`config.mk`:
```
export PLATFORM = sky130hd
export DESIGN_NAME = powerlink_pdo_filter
export DESIGN_NICKNAME = d
export VERILOG_FILES = /design/src/rtl/powerlink_pdo_filter.sv
export SDC_FILE = /design/constraint.sdc
export NUM_CORES = 1
export LEC_CHECK = 0
export CAP_MARGIN = 20
export CELL_PAD_IN_SITES_DETAIL_PLACEMENT = 2
export CELL_PAD_IN_SITES_GLOBAL_PLACEMENT = 2
export CORE_MARGIN = 4
export CORE_UTILIZATION = 34
export DETAILED_ROUTE_END_ITERATION = 16
export GPL_ROUTABILITY_DRIVEN = 0
export GPL_TIMING_DRIVEN = 1
export PLACE_DENSITY_LB_ADDON = 0.1
export SLEW_MARGIN = 20
export SYNTH_ARGS = -nofsm -noshare
export SYNTH_HDL_FRONTEND = slang
export SYNTH_SLANG_ARGS = --single-unit
```
`constraint.sdc`:
```
create_clock -name clk -period 6.73 [get_ports clk]
set_input_delay 1.346 -clock clk [delete_from_list [all_inputs] [get_ports clk]]
set_output_delay 1.346 -clock clk [all_outputs]
set_load 0.05 [all_outputs]
```
`src/rtl/powerlink_pdo_filter.sv`:
```
// powerlink_pdo_filter
//   Watches a received Ethernet byte stream (preamble/SFD stripped) and picks
//   out POWERLINK PReq (MASTER=0) or PRes (MASTER=1) frames addressed to / sent
//   by the local node. The payload is collected in a shadow buffer and only
//   copied to the outputs once the frame has ended with every required byte
//   present.
//
// Ports
//   clk       system clock, rising edge
//   rst       asynchronous active-high reset
//   node      local node ID, sampled when a frame starts
//   rx_data   received byte; byte 0 = first destination MAC byte
//   rx_rdy    one-cycle strobe qualifying rx_data
//   rx_busy   high for the whole frame; low = end of frame
//   pdo_st    one-cycle pulse, accepted frame committed to the outputs
//   pdo_err   one-cycle pulse, header matched but frame truncated
//   pdo_src   source node of last committed frame
//   pdo_size  Size field of last committed frame
//   pdo_data  payload of last committed frame, byte k at [8k+7:8k]
//   drop_cnt  saturating count of skipped or truncated frames
module powerlink_pdo_filter #(
    parameter int unsigned MASTER        = 0,
    parameter int unsigned CHECK_NODE    = 1,
    parameter int unsigned PAYLOAD_BYTES = 8
) (
    input  logic                       clk,
    input  logic                       rst,
    input  logic [7:0]                 node,
    input  logic [7:0]                 rx_data,
    input  logic                       rx_rdy,
    input  logic                       rx_busy,
    output logic                       pdo_st,
    output logic                       pdo_err,
    output logic [7:0]                 pdo_src,
    output logic [15:0]                pdo_size,
    output logic [8*PAYLOAD_BYTES-1:0] pdo_data,
    output logic [15:0]                drop_cnt
);

    typedef enum logic [1:0] {
        ST_IDLE,
        ST_HDR,
        ST_PAYLOAD,
        ST_SKIP
    } state_t;

    localparam logic [7:0]  MSG_TYPE = (MASTER != 0) ? 8'h04 : 8'h03;
    localparam logic        CHK_DST  = (CHECK_NODE != 0) && (MASTER == 0);
    localparam logic        CHK_SRC  = (CHECK_NODE != 0) && (MASTER != 0);
    localparam logic [15:0] PB16     = 16'(PAYLOAD_BYTES);

    state_t                     state_q, state_d;
    logic [10:0]                idx_q, idx_d;
    logic                       armed_q, armed_d;
    logic [7:0]                 node_q, node_d;
    logic [7:0]                 sh_src_q, sh_src_d;
    logic [15:0]                sh_size_q, sh_size_d;
    logic [8*PAYLOAD_BYTES-1:0] sh_data_q, sh_data_d;
    logic                       pdo_st_q, pdo_st_d;
    logic                       pdo_err_q, pdo_err_d;
    logic [7:0]                 pdo_src_q, pdo_src_d;
    logic [15:0]                pdo_size_q, pdo_size_d;
    logic [8*PAYLOAD_BYTES-1:0] pdo_data_q, pdo_data_d;
    logic [15:0]                drop_cnt_q, drop_cnt_d;

    logic [10:0] idx_inc;
    logic [15:0] need;
    logic [15:0] rcvd;
    logic        payload_done;
    logic [15:0] drop_inc;

    // idx_q holds the index of the next byte to arrive; it parks at 2047.
    assign idx_inc      = (idx_q == 11'h7FF) ? idx_q : idx_q + 11'd1;
    assign need         = (sh_size_q < PB16) ? sh_size_q : PB16;
    // Payload bytes seen so far; only meaningful once idx_q >= 24.
    assign rcvd         = {5'd0, idx_q} - 16'd24;
    assign payload_done = (rcvd >= need);
    assign drop_inc     = (drop_cnt_q == 16'hFFFF) ? drop_cnt_q : drop_cnt_q + 16'd1;

    always_comb begin
        state_d    = state_q;
        idx_d      = idx_q;
        armed_d    = armed_q;
        node_d     = node_q;
        sh_src_d   = sh_src_q;
        sh_size_d  = sh_size_q;
        sh_data_d  = sh_data_q;
        pdo_st_d   = 1'b0;
        pdo_err_d  = 1'b0;
        pdo_src_d  = pdo_src_q;
        pdo_size_d = pdo_size_q;
        pdo_data_d = pdo_data_q;
        drop_cnt_d = drop_cnt_q;

        if (!rx_busy) begin
            // End of frame takes priority over a coincident rx_rdy.
            state_d = ST_IDLE;
            idx_d   = '0;
            armed_d = 1'b1;
            case (state_q)
                ST_PAYLOAD: begin
                    if (payload_done) begin
                        pdo_st_d   = 1'b1;
                        pdo_src_d  = sh_src_q;
                        pdo_size_d = sh_size_q;
                        pdo_data_d = sh_data_q;
                    end else begin
                        pdo_err_d  = 1'b1;
                        drop_cnt_d = drop_inc;
                    end
                end
                ST_HDR: begin
                    // Byte 14 already passed means a genuine frame got cut short.
                    if (idx_q >= 11'd15) begin
                        pdo_err_d  = 1'b1;
                        drop_cnt_d = drop_inc;
                    end
                end
                ST_SKIP: drop_cnt_d = drop_inc;
                default: ;
            endcase
        end else begin
            case (state_q)
                ST_IDLE: begin
                    idx_d     = '0;
                    sh_src_d  = '0;
                    sh_size_d = '0;
                    sh_data_d = '0;
                    // armed_q stays low after reset until rx_busy has been seen
                    // low, so a frame already in flight is never picked up midway.
                    if (armed_q && rx_rdy) begin
                        state_d = ST_HDR;
                        idx_d   = 11'd1;
                        node_d  = node;
                    end
                end
                ST_HDR: begin
                    if (rx_rdy) begin
                        idx_d = idx_inc;
                        case (idx_q)
                            11'd12: if (rx_data != 8'h88) state_d = ST_SKIP;
                            11'd13: if (rx_data != 8'hAB) state_d = ST_SKIP;
                            11'd14: if (rx_data != MSG_TYPE) state_d = ST_SKIP;
                            11'd15: if (CHK_DST && (rx_data != node_q)) state_d = ST_SKIP;
                            11'd16: begin
                                sh_src_d = rx_data;
                                if (CHK_SRC && (rx_data != node_q)) state_d = ST_SKIP;
                            end
                            11'd22: sh_size_d[7:0] = rx_data;
                            11'd23: begin
                                sh_size_d[15:8] = rx_data;
                                state_d         = ST_PAYLOAD;
                            end
                            default: ;
                        endcase
                    end
                end
                ST_PAYLOAD: begin
                    if (rx_rdy) begin
                        idx_d = idx_inc;
                        for (int unsigned k = 0; k < PAYLOAD_BYTES; k++) begin
                            if ((rcvd == 16'(k)) && (rcvd < need)) begin
                                sh_data_d[8*k +: 8] = rx_data;
                            end
                        end
                    end
                end
                ST_SKIP: begin
                    if (rx_rdy) idx_d = idx_inc;
                end
                default: state_d = ST_IDLE;
            endcase
        end
    end

    always_ff @(posedge clk or posedge rst) begin
        if (rst) begin
            state_q    <= ST_IDLE;
            idx_q      <= '0;
            armed_q    <= 1'b0;
            node_q     <= '0;
            sh_src_q   <= '0;
            sh_size_q  <= '0;
            sh_data_q  <= '0;
            pdo_st_q   <= 1'b0;
            pdo_err_q  <= 1'b0;
            pdo_src_q  <= '0;
            pdo_size_q <= '0;
            pdo_data_q <= '0;
            drop_cnt_q <= '0;
        end else begin
            state_q    <= state_d;
            idx_q      <= idx_d;
            armed_q    <= armed_d;
            node_q     <= node_d;
            sh_src_q   <= sh_src_d;
            sh_size_q  <= sh_size_d;
            sh_data_q  <= sh_data_d;
            pdo_st_q   <= pdo_st_d;
            pdo_err_q  <= pdo_err_d;
            pdo_src_q  <= pdo_src_d;
            pdo_size_q <= pdo_size_d;
            pdo_data_q <= pdo_data_d;
            drop_cnt_q <= drop_cnt_d;
        end
    end

    assign pdo_st   = pdo_st_q;
    assign pdo_err  = pdo_err_q;
    assign pdo_src  = pdo_src_q;
    assign pdo_size = pdo_size_q;
    assign pdo_data = pdo_data_q;
    assign drop_cnt = drop_cnt_q;

endmodule
```
======== Yosys cells after proc, flatten, opt, wreduce, memory -nomap -nowiden ========
Cells that the tools add are included.
storage, ports and cells
  bits of input ports ..................... 20
  logic and storage cells ................. 151
  register bits ........................... 216
  output and inout port bits .............. 106
operators by class
  add/sub/neg operators ................... 3
  equality and inequality tests ........... 48
  multiplexer cells ....................... 43
  bitwise logic cells ..................... 1
  $lt $le $gt $ge ......................... 4
  reduce and logical (&&, ||, !) cells .... 31
operator list
  kind                                                                            number
  64-bit one-hot mux with 2 select lines                                          1
  8-bit two-way mux                                                               12
  16-bit two-way mux                                                              5
  16-bit by 3-bit == test with 1-bit output (second input constant)               4
  64-bit two-way mux                                                              1
  16-bit one-hot mux with 3 select lines                                          1
  4-bit AND reduction                                                             12
  11-bit by 4-bit == test with 1-bit output (second input constant)               4
  11-bit by 5-bit == test with 1-bit output (second input constant)               3
  11-bit two-way mux                                                              3
  16-bit by 2-bit == test with 1-bit output (second input constant)               2
  16-bit one-hot mux with 2 select lines                                          1
  2-bit != test (second input constant)                                           13
  11-bit one-hot mux with 2 select lines                                          1
  16-bit by 1-bit adder with 16-bit output (second input constant)                1
  16-bit by 1-bit == test with 1-bit output (second input constant)               1
  16-bit == test (second input constant)                                          1
  16-bit >= comparator                                                            1
  16-bit zero test                                                                1
  16-bit less-than comparator                                                     1
  16-bit by 4-bit less-than comparator with 1-bit output (second input constant)  1
  4-bit != test (second input constant)                                           4
  8-bit != test (second input constant)                                           2
  8-bit one-hot mux with 2 select lines                                           1
  other kinds (26)                                                                53

======== Longest topological paths before layout ========
  depth after elaboration ................. 7
  depth in mapped cells ................... 14
  mapped depth without buffers ............ 11

======== Worst setup path before layout ========
OpenSTA, ideal clock, no wires.
  path type ............................... register to register
  start ................................... register sh_size_q[7]
  end ..................................... register pdo_data_q[0] (netlist: pdo_data[0])
  slack ................................... 3.202 ns
  required time ........................... 6.605 ns
  period minus slack after synthesis ...... 3.528 ns
  stages on the path, launching flop included .. 13
  data arrival time ....................... 3.403 ns
  library setup time ...................... 0.125 ns
  cell sequence ........................... dfrtp_1 -> or4_1 -> nor4_1 -> nand2_1 -> ha_1 -> nor2b_1 -> o211ai_1 -> a211o_1 -> and4_1 -> nor3_2 -> buf_2 -> buf_2 -> mux2_2
on the way
  cells in the longest elaborated chain, start to end .. 4
RTL lines
  what                                                    RTL line  text
  start, declared                                         57        logic [15:0] sh_size_q, sh_size_d;
  start signal, assigned                                  197       sh_size_q <= sh_size_d;
  16-bit by 4-bit less-than comparator with 1-bit output  74        assign need = (sh_size_q < PB16) ? sh_size_q : PB16;
  16-bit two-way mux *                                    74
  16-bit >= comparator *                                  77        assign payload_done = (rcvd >= need);
  3-bit AND reduction (no source line) *                  n/a
  end signal, assigned                                    203       pdo_data_q <= pdo_data_d;
  end, declared                                           63        logic [8*PAYLOAD_BYTES-1:0] pdo_data_q, pdo_data_d;
Every way passes the cells marked *; elsewhere a longest branch is shown, timed or not.
A chain may end at the register's enable or synchronous reset.

======== Worst setup path after layout ========
  start ................................... register sh_size_q[7]
  end ..................................... register pdo_data_q[27] (netlist: pdo_data[27])
The elaborated chain is that of the path after synthesis.

==> results.ini <==
[run]
drv_cap = 0

[detailed_routing]
wl_per_cell_um = 20.7
num_vias = 6829
drc = 0
drt_first_pass_iters = 4
viasPerCell = 5.10
initialDrtViolationCount = 324
wirelength_um = 27600
postRouteAntennaNets = 0

[cts]
h-tree-depth = 1
cts_tree = done
path_clk_slew_ns = 0.06
numCtsBuffers = 25
postCtsSetupBuffers = 0
cts_max_path_buffers = 3
holdBufCountCts = 0
cts_sinks = 216
ctsRootBufferMaster = clkbuf_16
clock_latency_ns = 0.53
ctsResizeCount = 0

[sta]
whs_ns = 0.502
clock_skew_ns = 0.00938
hold_viol = 0
finalSetupViolCount = 0
fin_crit_sh = 0.677
fmax_mhz = 219
finalMaxSlewViolations = 0
relSlewSlack = 0.390
finalSetupTns_ns = 0
fin_ws_ns = 2.17
worst_pin_slew_ns = 0.915
grt_setup_unrepaired = false
finalCriticalPeriod_ns = 4.56

[placed_design]
dpl_worst_slack_ns = 2.19
dpl.hpwl_um = 19400
dp_cells = 1294
io_buffer_count = 125

[synthesis]
synth.avg_cell_area_um2 = 11.9
synth.most_common_cell = dfrtp_1
ys_types = 53
yosys_most_used_dff = dfrtp_1
yosysTopAreaCell = dfrtp_1
synth-seq-area-share = 0.557
synth_async_sr_flop_share = 1.00
synth_area_mm2 = 0.00971
synth_top_area_share = 0.557
synth_edf_count = 0
ys_ff_latch = 216
synthCells = 814
synthTopCellsByCount = dfrtp_1, mux2_2, inv_1, o22ai_1, nand2_1
synth_area_leaders = dfrtp_1, mux2_2, o22ai_1
ys_warn_count = 0

[outcome]
status = completed

[pwr]
vdd_drop_max_mv = 0.163
power_per_cell_area_mw_per_mm2 = 297
p_leak_nw = 5.30

[worst_setup_path]
critPathCapture = pdo_data[27]
crit_path_end_kind = flop
critPathLaunch = sh_size_q[7]
r2r_cells = 11
reg2reg_to = pdo_data[27]
rrSetupSlack_ns = 2.17
cp-start-kind = flop
cp_max_fo = 76
timing.rr.start = sh_size_q[7]
path_class = flop to flop
crit_arrival_ns = 4.97
required_ns = 7.14

[cells_and_area]
fin_nets = 989
drive_above_1_share = 0.193
n_fill_cell = 2830
stdcell_count = 1338
area_growth_pct = 25.7
n_antenna_cell = 0

[global_routing]
antenna_found_initial = 0
grt_pass1_vias = 7746
grt_max_degree = 124
gr-total-overflow = 0
grt_usage = 0.176
grt_pass1_wl_um = 44300

[floorplanning]
ioPinCount = 126
dieArea_mm2 = 0.0313
num_rows = 61
core_mm2 = 0.0280
die_w_um = 177
die_height_um = 177
start_util = 0.347

[worst_hold_path]
hold_path_class = flop to flop

registers in the layout, indices dropped and copies added, names as in the netlist:
register,flops
armed_q,1
drop_cnt,16
idx_q,11
node_q,8
pdo_data,64
pdo_err,1
pdo_size,16
pdo_src,8
pdo_st,1
sh_data_q,64
sh_size_q,16
sh_src_q,8
state_q,2
metal layers:
layer / up-vias / global-route usage / wire, um
met5: - / 0 / 0
met4: 0 / 0.0348 / 441
met3: 29 / 0.0256 / 963
met2: 138 / 0.313 / 13900
met1: 3522 / 0.231 / 12400
li1: 3140 / - / -
through the flow:
stage / instance area [um^2] / power (mW) / utilization
finish: 12200 / 3.62 / 0.436
CTS: 12200 / 3.67 / 0.435
detailed placement: 11400 / 2.29 / 0.406
floorplan: 9750 / 2.01 / -
global placement: 11400 / 2.26 / 0.406
global route: 12200 / 3.79 / 0.436
critical path: stages, from the launching register on:
cell and delay, ns:
dfrtp_1 0.39, or4_1 0.52, nor4_1 0.58, nand2_1 0.14, ha_1 0.32, nor2b_1 0.14
o211ai_1 0.09, a211o_1 0.44, and4_1 0.30, nor3_4 0.59, buf_12 0.38, mux2_2 0.40
report_power, final:
part	internal [mW]	switching, mW
Clock	0.810	0.547
Sequential	1.41	0.0844
Combinational	0.275	0.491
area by class of cell:
| cell class | instances | area (um^2) | area share |
|---|---|---|---|
| multi-input combinational | 500 | 3900 | 0.320 |
| timing repair buffer | 130 | 1320 | 0.108 |
| inverter | 70 | 267 | 0.0218 |
| tap | 378 | 473 | 0.0388 |
| clock buffer | 35 | 743 | 0.0609 |
| clock inverter | 9 | 91.3 | 0.00749 |
| sequential | 216 | 5410 | 0.443 |
logic make-up (layout without fill, tap and decap cells):
logic type      after synthesis  after routing  share of synthesized area
flops                       216            216                      0.557
xor+xnor                     34             34                     0.0307
mux                         125            125                      0.145
fa+ha+maj                    26             26                     0.0335
simple gates                185            185                      0.105
buf+inv                     109            244                     0.0461
other cells                   1             12                   0.000386
compound gates              118            118                     0.0826
layout by cell type, fill, tap and decap left out, types with 15 or more instances in the layout:
cell / netlist / layout
nor2_1: 29 / 29
ha_1: 26 / 26
clkbuf_16: 0 / 25
dfrtp_1: 216 / 216
clkdlybuf4s50_1: 0 / 125
nand4_1: 15 / 15
xor2_1: 20 / 20
mux2_2: 125 / 125
a21oi_1: 20 / 20
nand2_1: 40 / 40
o22ai_1: 56 / 56
nand3_1: 27 / 27
inv_1: 70 / 69
how the worst min path moves through the flow:
stage / from / end / slack, ns / cells after the start
after floorplan: sh_src_q[1] / pdo_src[1] / 0.47 / 1
final: pdo_data[34] / pdo_data[34] / 0.50 / 1
after detailed placement: sh_src_q[1] / pdo_src[1] / 0.49 / 1
after global placement: sh_data_q[47] / pdo_data[47] / 0.48 / 1
after CTS: pdo_data[34] / pdo_data[34] / 0.51 / 1
after global routing: sh_data_q[31] / pdo_data[31] / 0.52 / 1
(Power assumes the default switching activity.)
